### src/rtl/tile_launch_scheduler.sv
// tile_launch_scheduler
// Issues one start handshake per tile of a job into the MAC -> bias -> FIFO ->
// sigmoid datapath, caps tiles in flight so the bias-to-sigmoid FIFO cannot
// overrun, retires a tile after TOKENS_PER_TILE sigmoid outputs, and pulses
// done_pulse once the whole job has drained.
//
// state   | meaning
// --------+-----------------------------------------------------------
// IDLE    | waiting for a job command (cmd_ready high)
// ISSUE   | offering a tile start while under the outstanding cap
// GAP     | enforced idle spacing after an accepted start
// DRAIN   | all starts issued, waiting for in-flight tiles to retire
// DONE    | one-cycle completion, done_pulse high
module tile_launch_scheduler #(
    parameter int CNT_W           = 16,
    parameter int TOKENS_PER_TILE = 64,
    parameter int MAX_OUTSTANDING = 2,
    parameter int GAP_CYCLES      = 0,
    parameter int OUT_W           = $clog2(MAX_OUTSTANDING + 1)
) (
    input  logic             clk,
    input  logic             rst,
    input  logic             cmd_valid,
    output logic             cmd_ready,
    input  logic [CNT_W-1:0] cmd_num_tiles,
    output logic             start_valid,
    input  logic             start_ready,
    input  logic             out_fire,
    output logic             busy,
    output logic             done_pulse,
    output logic [OUT_W-1:0] outstanding,
    output logic [CNT_W-1:0] tiles_issued,
    output logic             err_underflow
);

    localparam int TOK_W = (TOKENS_PER_TILE > 1) ? $clog2(TOKENS_PER_TILE) : 1;
    localparam int GAP_W = (GAP_CYCLES > 1) ? $clog2(GAP_CYCLES + 1) : 1;

    typedef enum logic [2:0] {
        S_IDLE  = 3'd0,
        S_ISSUE = 3'd1,
        S_GAP   = 3'd2,
        S_DRAIN = 3'd3,
        S_DONE  = 3'd4
    } state_t;

    state_t             state_q, state_d;
    logic [CNT_W-1:0]   num_q;
    logic [CNT_W-1:0]   tiles_issued_q;
    logic [OUT_W-1:0]   outstanding_q, outstanding_d;
    logic [TOK_W-1:0]   tok_q;
    logic [GAP_W-1:0]   gap_q;
    logic               err_q;
    logic               done_q;

    logic cmd_fire;
    logic start_fire;
    logic tok_fire;
    logic retire;
    logic last_start;

    assign cmd_fire   = cmd_valid && cmd_ready;
    assign start_fire = start_valid && start_ready;
    // Tokens arriving with nothing in flight are stray and must not move the counters.
    assign tok_fire   = out_fire && (outstanding_q != '0);
    assign retire     = tok_fire && (tok_q == TOK_W'(TOKENS_PER_TILE - 1));
    assign last_start = ((tiles_issued_q + CNT_W'(1)) == num_q);

    // State register.
    always_ff @(posedge clk) begin
        if (rst) begin
            state_q <= S_IDLE;
        end else begin
            state_q <= state_d;
        end
    end

    // Next-state decode.
    always_comb begin
        state_d = state_q;
        case (state_q)
            S_IDLE: begin
                if (cmd_fire) begin
                    state_d = (cmd_num_tiles == '0) ? S_DONE : S_ISSUE;
                end
            end
            S_ISSUE: begin
                if (start_fire) begin
                    if (last_start) begin
                        state_d = S_DRAIN;
                    end else if (GAP_CYCLES > 0) begin
                        state_d = S_GAP;
                    end else begin
                        state_d = S_ISSUE;
                    end
                end
            end
            S_GAP: begin
                // <= 1 rather than == 1 so a zero count can never wedge the FSM.
                if (gap_q <= GAP_W'(1)) begin
                    state_d = S_ISSUE;
                end
            end
            S_DRAIN: begin
                if ((outstanding_q == '0) && (tok_q == '0)) begin
                    state_d = S_DONE;
                end
            end
            S_DONE: begin
                state_d = S_IDLE;
            end
            default: begin
                state_d = S_IDLE;
            end
        endcase
    end

    // State-decoded outputs; depend only on registers, never on inputs.
    always_comb begin
        cmd_ready   = (state_q == S_IDLE);
        busy        = (state_q != S_IDLE);
        start_valid = (state_q == S_ISSUE) && (outstanding_q < OUT_W'(MAX_OUTSTANDING));
    end

    // In-flight tile count: a start and a retire in the same cycle cancel.
    always_comb begin
        outstanding_d = outstanding_q;
        case ({start_fire, retire})
            2'b10:   outstanding_d = outstanding_q + OUT_W'(1);
            2'b01:   outstanding_d = outstanding_q - OUT_W'(1);
            default: outstanding_d = outstanding_q;
        endcase
    end

    // Job, token, gap and status registers.
    always_ff @(posedge clk) begin
        if (rst) begin
            num_q          <= '0;
            tiles_issued_q <= '0;
            outstanding_q  <= '0;
            tok_q          <= '0;
            gap_q          <= '0;
            err_q          <= 1'b0;
            done_q         <= 1'b0;
        end else begin
            if (cmd_fire) begin
                num_q          <= cmd_num_tiles;
                tiles_issued_q <= '0;
            end else if (start_fire) begin
                tiles_issued_q <= tiles_issued_q + CNT_W'(1);
            end

            outstanding_q <= outstanding_d;

            if (tok_fire) begin
                tok_q <= retire ? '0 : tok_q + TOK_W'(1);
            end

            if (start_fire) begin
                gap_q <= GAP_W'(GAP_CYCLES);
            end else if (state_q == S_GAP) begin
                gap_q <= gap_q - GAP_W'(1);
            end

            if (out_fire && (outstanding_q == '0)) begin
                err_q <= 1'b1;
            end

            done_q <= (state_d == S_DONE);
        end
    end

    assign outstanding   = outstanding_q;
    assign tiles_issued  = tiles_issued_q;
    assign err_underflow = err_q;
    assign done_pulse    = done_q;

endmodule

### config.mk
export PLATFORM = sky130hd
export DESIGN_NAME = tile_launch_scheduler
export DESIGN_NICKNAME = d
export VERILOG_FILES = /design/src/rtl/tile_launch_scheduler.sv
export SDC_FILE = /design/constraint.sdc
export NUM_CORES = 1
export LEC_CHECK = 0
export BUFFER_PORTS_ARGS = -buffer_cell sky130_fd_sc_hd__buf_2
export CAP_MARGIN = 20
export CORE_MARGIN = 4
export CORE_UTILIZATION = 55
export DETAILED_ROUTE_END_ITERATION = 8
export PLACE_DENSITY = 0.89
export SLEW_MARGIN = 15
export SYNTH_ARGS = -nofsm -noshare
export SYNTH_HDL_FRONTEND = slang
export SYNTH_SLANG_ARGS = --single-unit
### constraint.sdc
create_clock -name clk -period 3 [get_ports clk]
set_input_delay 0.9 -clock clk [delete_from_list [all_inputs] [get_ports clk]]
set_output_delay 0.9 -clock clk [all_outputs]
set_load 0.02 [all_outputs]
## After elaboration in Yosys (flattened, before gate mapping)

Index checks and enable logic that the tools add are counted.

| cells by class | value |
|---|---|
| equality and inequality tests | 8 |
| mux-type cells | 9 |
| reductions and logical operators | 16 |
| $lt $le $gt $ge | 2 |
| add/subtract/negate cells | 5 |

Operators by type and width:

| cell | number |
|---|---|
| adder 16 x 1 -> 16 bit (second input constant) | 1 |
| == test 16 bit | 1 |
| zero test 16 bit | 1 |
| two-way mux 3 bit | 5 |
| one-hot mux 3 bit (4 select lines) | 1 |
| logical AND 1 bit | 7 |
| adder 6 x 1 -> 6 bit (second input constant) | 1 |
| == test 3 x 2 -> 1 bit (second input constant) | 2 |
| == test 6 bit (second input constant) | 1 |
| zero test 6 bit | 1 |
| two-way mux 6 bit | 1 |
| one-hot mux 2 bit (2 select lines) | 1 |
| nonzero test 2 bit | 2 |
| OR reduction 2 bit | 2 |
| == test 3 x 1 -> 1 bit (second input constant) | 1 |
| == test 3 bit (second input constant) | 1 |
| zero test 3 bit | 1 |
| nonzero test 3 bit | 1 |
| adder 2 x 1 -> 2 bit (second input constant) | 1 |
| == test 2 x 1 -> 1 bit (second input constant) | 1 |
| == test 2 bit (second input constant) | 1 |
| zero test 2 bit | 1 |
| less-than comparator 2 bit (second input constant) | 1 |
| two-way mux 2 bit | 1 |
| other kinds (3) | 3 |

| storage, ports and cells | value |
|---|---|
| word-level logic and storage cells | 48 |
| register bits after elaboration | 46 |

## Depth between registers and ports, before layout

| logic depth | value |
|---|---|
| word-level depth | 6 |
| gate-level depth with buffers | 9 |
| gate-level depth less buffers | 7 |

## Worst setup path before layout

No wires, ideal clock.

| timing | value |
|---|---|
| kind | flip-flop to flip-flop |
| start point | register outstanding_q[1], in the netlist outstanding[1] |
| end point | register outstanding_q[1], in the netlist outstanding[1] |
| library setup time | 0.070 ns |
| cell stages (with the launch flop) | 9 |
| period minus slack after synthesis | 2.848 ns |
| path buffers | 2 |
| path slack | 0.152 ns |
| arrival | 2.778 ns |
| data required time | 2.930 ns |
| path through | dfxtp_1 nor4b_1 and2_1 clkbuf_1 inv_2 clkbuf_1 ha_1 or3_1 a21oi_1 |

| between the ends | value |
|---|---|
| word-level cells in the longest chain between the ends | 5 |
| elaborated cells on any way between the ends | 12 |
| those cells by class | add/sub: 2; order compare: 1; eq/ne: 2; mux: 1; reduce/logical: 6 |

Ends and longest elaborated chain:

| item | RTL line | text |
|---|---|---|
| start: declaration | 50 | `logic [OUT_W-1:0] outstanding_q, outstanding_d;` |
| start signal: assignment | 153 | `outstanding_q <= outstanding_d;` |
| less-than comparator 2 bit * | 122 | `start_valid = (state_q == S_ISSUE) && (outstanding_q < OUT_W'(MAX_OUTSTANDING));` |
| logical AND 1 bit * | 122 |  |
| via start_valid | 26 | `output logic start_valid,` |
| logical AND 1 bit * | 63 | `assign start_fire = start_valid && start_ready;` |
| == test 2 x 1 -> 1 bit or == test 2 bit (tied branches) | 128 | `case ({start_fire, retire})` |
| one-hot mux 2 bit (2 select lines) or nonzero test 2 bit (tied branches) | -- |  |

Mark *: on every way through the listed nets, which the timed path passes. The rest lies on a longest branch.
A chain may end at the register's enable or synchronous reset.

## Worst setup path after layout

| timing | value |
|---|---|
| start point | register tiles_issued_q[0], in the netlist tiles_issued[0] |
| end point | register state_q[1] |

| between the ends | value |
|---|---|
| word-level cells in the longest chain between the ends | 5 |

Ends and longest elaborated chain:

| item | RTL line | text |
|---|---|---|
| start: declaration | 49 | `logic [CNT_W-1:0] tiles_issued_q;` |
| start signal: assignment | 150 | `tiles_issued_q <= tiles_issued_q + CNT_W'(1);` |
| adder 16 x 1 -> 16 bit | 67 | `assign last_start = ((tiles_issued_q + CNT_W'(1)) == num_q);` |
| == test 16 bit | 67 |  |
| two-way mux 2 bit | 89 | `if (last_start) begin` |
| two-way mux 3 bit | 88 | `if (start_fire) begin` |
| one-hot mux 3 bit (4 select lines) | 81 | `case (state_q)` |
| end signal: assignment | 74 | `state_q <= state_d;` |
| end: declaration | 47 | `state_t state_q, state_d;` |

Every way passes these cells.

==> impl_results.md <==
- Via Count: 2,125
- Core Area: 4030 um^2
- Post-CTS sizing: 0
- Post-Route WL: 5370 um
- Initial core utilization: 57.2%
- CP bufs+invs: 0
- Tmin final: 2.56 ns
- Iteration-0 DRC Markers: 103
- Layout Nets: 350
- Pwr/cell area: 433 nW/um^2
- Crit path DAT: 2.79 ns
- R2r setup slk: 0.44 ns
- Synth top area share: 39.1%
- Hold_buf cts: 0
- Area growth, synth to finish: 13.9%
- FP Rows: 23
- Post-synthesis sequential area ratio: 39.1%
- Mapped Cells: 287
- Synth Warn #: 0
- Routed WL per cell: 14.3 um
- Worst hold stages: 2
- CTS sink count: 45
- DR pass1 iterations: 4
- Worst hold start: num_q[3]
- Cts bufs inserted: 5
- Worst R2R End: state_q[1]
- Count of final hold-check violations: 0
- IO Count: 44
- Cell Area, Synth: 2300 um^2
- Die Area: 5290 um^2
- Die width: 72.7 um
- Main synth FF type: dfxtp_1
- Critical path fanouts, max: 8
- Pleak: 0.997 nW
- Layout fillers: 366
- Yosys top cell by area: dfxtp_1
- Tot Pwr: 0.00114 W
- Vias per cell: 5.67
- Setup TNS: 0 ns
- Hold worst-path end: num_q[3]
- First-pass GRT wire length: 8890 um
- Largest net degree at the start of global routing: 30
- Max Freq: 391 MHz
- GP Congestion: 0.900
- Setup repair bufs after CTS: 0
- Crit path max-delay family: simple AND/OR/NAND/NOR gates
- Worst VDD drop: 0.333 mV
- Pins Over Slew Limit: 0
- Worst-path clk slew: 0.08 ns
- Synth async-reset ratio: 0%
- Hold Crit Class: flip-flop to flip-flop
- R2R depth: 6
- Final ANT Viol Nets: 0
- Overall global routing resource usage: 21.4%
- Share of cells above drive strength 1: 17.2%
- Worst Setup End Kind: flip-flop
- I/O Buffers: 43
- Unrepaired setup endpoints after global routing: no
- Req. time, crit path: 3.23 ns
- Commonest non-fill, non-tap cell in the layout: nand2_1
- Crit path kind: flip-flop to flip-flop
- Post-synth EDFFs: 0
- CP max stage cell: or4_1
- Reg-to-reg startpoint: tiles_issued[0]
- Synth area leaders: dfxtp_1 39%, xnor2_1 10%, nand2_1 7.8%, xor2_1 5.3%, nor2_1 5.2%
- Skew-Pair Late Insertion Delay: 0.30 ns
- Clock Skew: 0.00413 ns
- Slew at the pin with the worst max-slew slack: 0.599 ns
- Max incr delay on CP: 0.65 ns
- Synth cell types: 40
- Post-placement cell count: 368
- Grt ovf: 0
- Fin crit share: 85.3%
- Finished Layout Cells: 375
- Drt drc: 0
- Longest Clk Path Bufs: 2
- Syn_nets: 312
- MaxCap Viol Count: 0
- Post-synthesis register bit count: 45
- Root Buffer: clkbuf_8
- Most frequent cells in the layout: 48 x nand2_1, 45 x dfxtp_1, 43 x buf_2
- CTS tree: done
- Synth Area per Inst: 8.03 um^2
- Antenna violations before repair: 0
- Vias in the first global route: 2,019
- Final HPWL from detailed placement: 3890 um
- Status: completed
- Relative slew slack: 60.1%
- Htree depth: 2
- Diodes inserted: 0
- Final setup fails: 0
- Startpoint types: flip-flop
- Die height: 72.7 um
- Critical-path cell list: ha_1 -> nand3_4 -> or4_1 -> or4b_1 -> o21a_1 -> o31ai_2
-- per-stage QoR --
| stage | hold WS [ns] | area (um^2) | utilization (%) | setup slack, ns |
|---|---|---|---|---|
| detailed placement | 0.463 | 2540 | 63.0 | 0.485 |
| global placement | 0.454 | 2540 | 63.0 | 0.553 |
| global route | 0.509 | 2630 | 65.2 | 0.328 |
| finish | 0.475 | 2630 | 65.2 | 0.440 |
| floorplan | 0.448 | 2300 | - | 0.152 |
| CTS | 0.475 | 2630 | 65.2 | 0.449 |
-- sequential cells by signal, summed over array words and instances (netlist names) --
signal,count
done_pulse,1
err_underflow,1
num_q,16
outstanding,2
state_q,3
tiles_issued,16
tok_q,6
-- cells by family after synthesis --
kind of cell	after synthesis	synth area share (%)
compound gates	43	11.6
xor+xnor	41	15.6
fa+ha+maj	4	2.17
buf+inv	20	3.37
flops	45	39.1
mux	2	0.923
simple gates	132	27.3
-- synthesized netlist by cell type (2+ instances only) --
library cell,instances
nand2_1,48
dfxtp_1,45
nor2_1,32
xnor2_1,27
a21oi_1,23
xor2_1,14
clkbuf_1,11
nor3_1,10
nand3_1,8
nor4_1,8
nand4_1,7
inv_1,6
o21ai_0,5
ha_1,4
o21a_1,4
nor2b_1,3
o211ai_1,3
or3_1,3
and2_1,2
buf_2,2
nand2b_1,2
o31ai_1,2
-- worst register-to-register path, cell delays in order (launching register included) --
cell	delay (ns)
dfxtp_1	0.47
ha_1	0.36
nand3_4	0.16
or4_1	0.65
or4b_1	0.51
o21a_1	0.13
o31ai_2	0.21
-- layout make-up --
| type | instances | area [um^2] | area share, % |
|---|---|---|---|
| Clock buffer | 7 | 86.3 | 3.29 |
| Inverter | 7 | 26.3 | 1.00 |
| Multi-Input combinational cell | 222 | 1330 | 50.5 |
| Sequential cell | 45 | 901 | 34.3 |
| Tap cell | 50 | 62.6 | 2.38 |
| Timing Repair Buffer | 44 | 223 | 8.48 |
-- worst max path at each step --
stage	slack (ns)	depth (start not counted)	to	from
final	0.44	6	state_q[1]	tiles_issued[0]
after global routing	0.33	6	state_q[1]	tiles_issued[0]
after global placement	0.55	7	outstanding[1]	out_fire
after floorplan	0.15	8	outstanding[1]	outstanding[1]
after detailed placement	0.48	6	state_q[1]	tiles_issued[0]
after CTS	0.45	6	state_q[1]	tiles_issued[0]
-- per-layer routing --
layer	part of all wire (%)	up-vias	track usage [%]
met5	0	-	0
met4	2.6	0	10.5
met3	6.3	13	4.82
met2	49	63	37.1
met1	42	991	24.9
li1	-	1058	-
-- report_power, final --
part	internal [W]	switching, W
combinational	0.0000504	0.0000747
sequential	0.000614	0.0000184
clock	0.000183	0.000197
No activity file was read; power rests on OpenSTA's default activity.
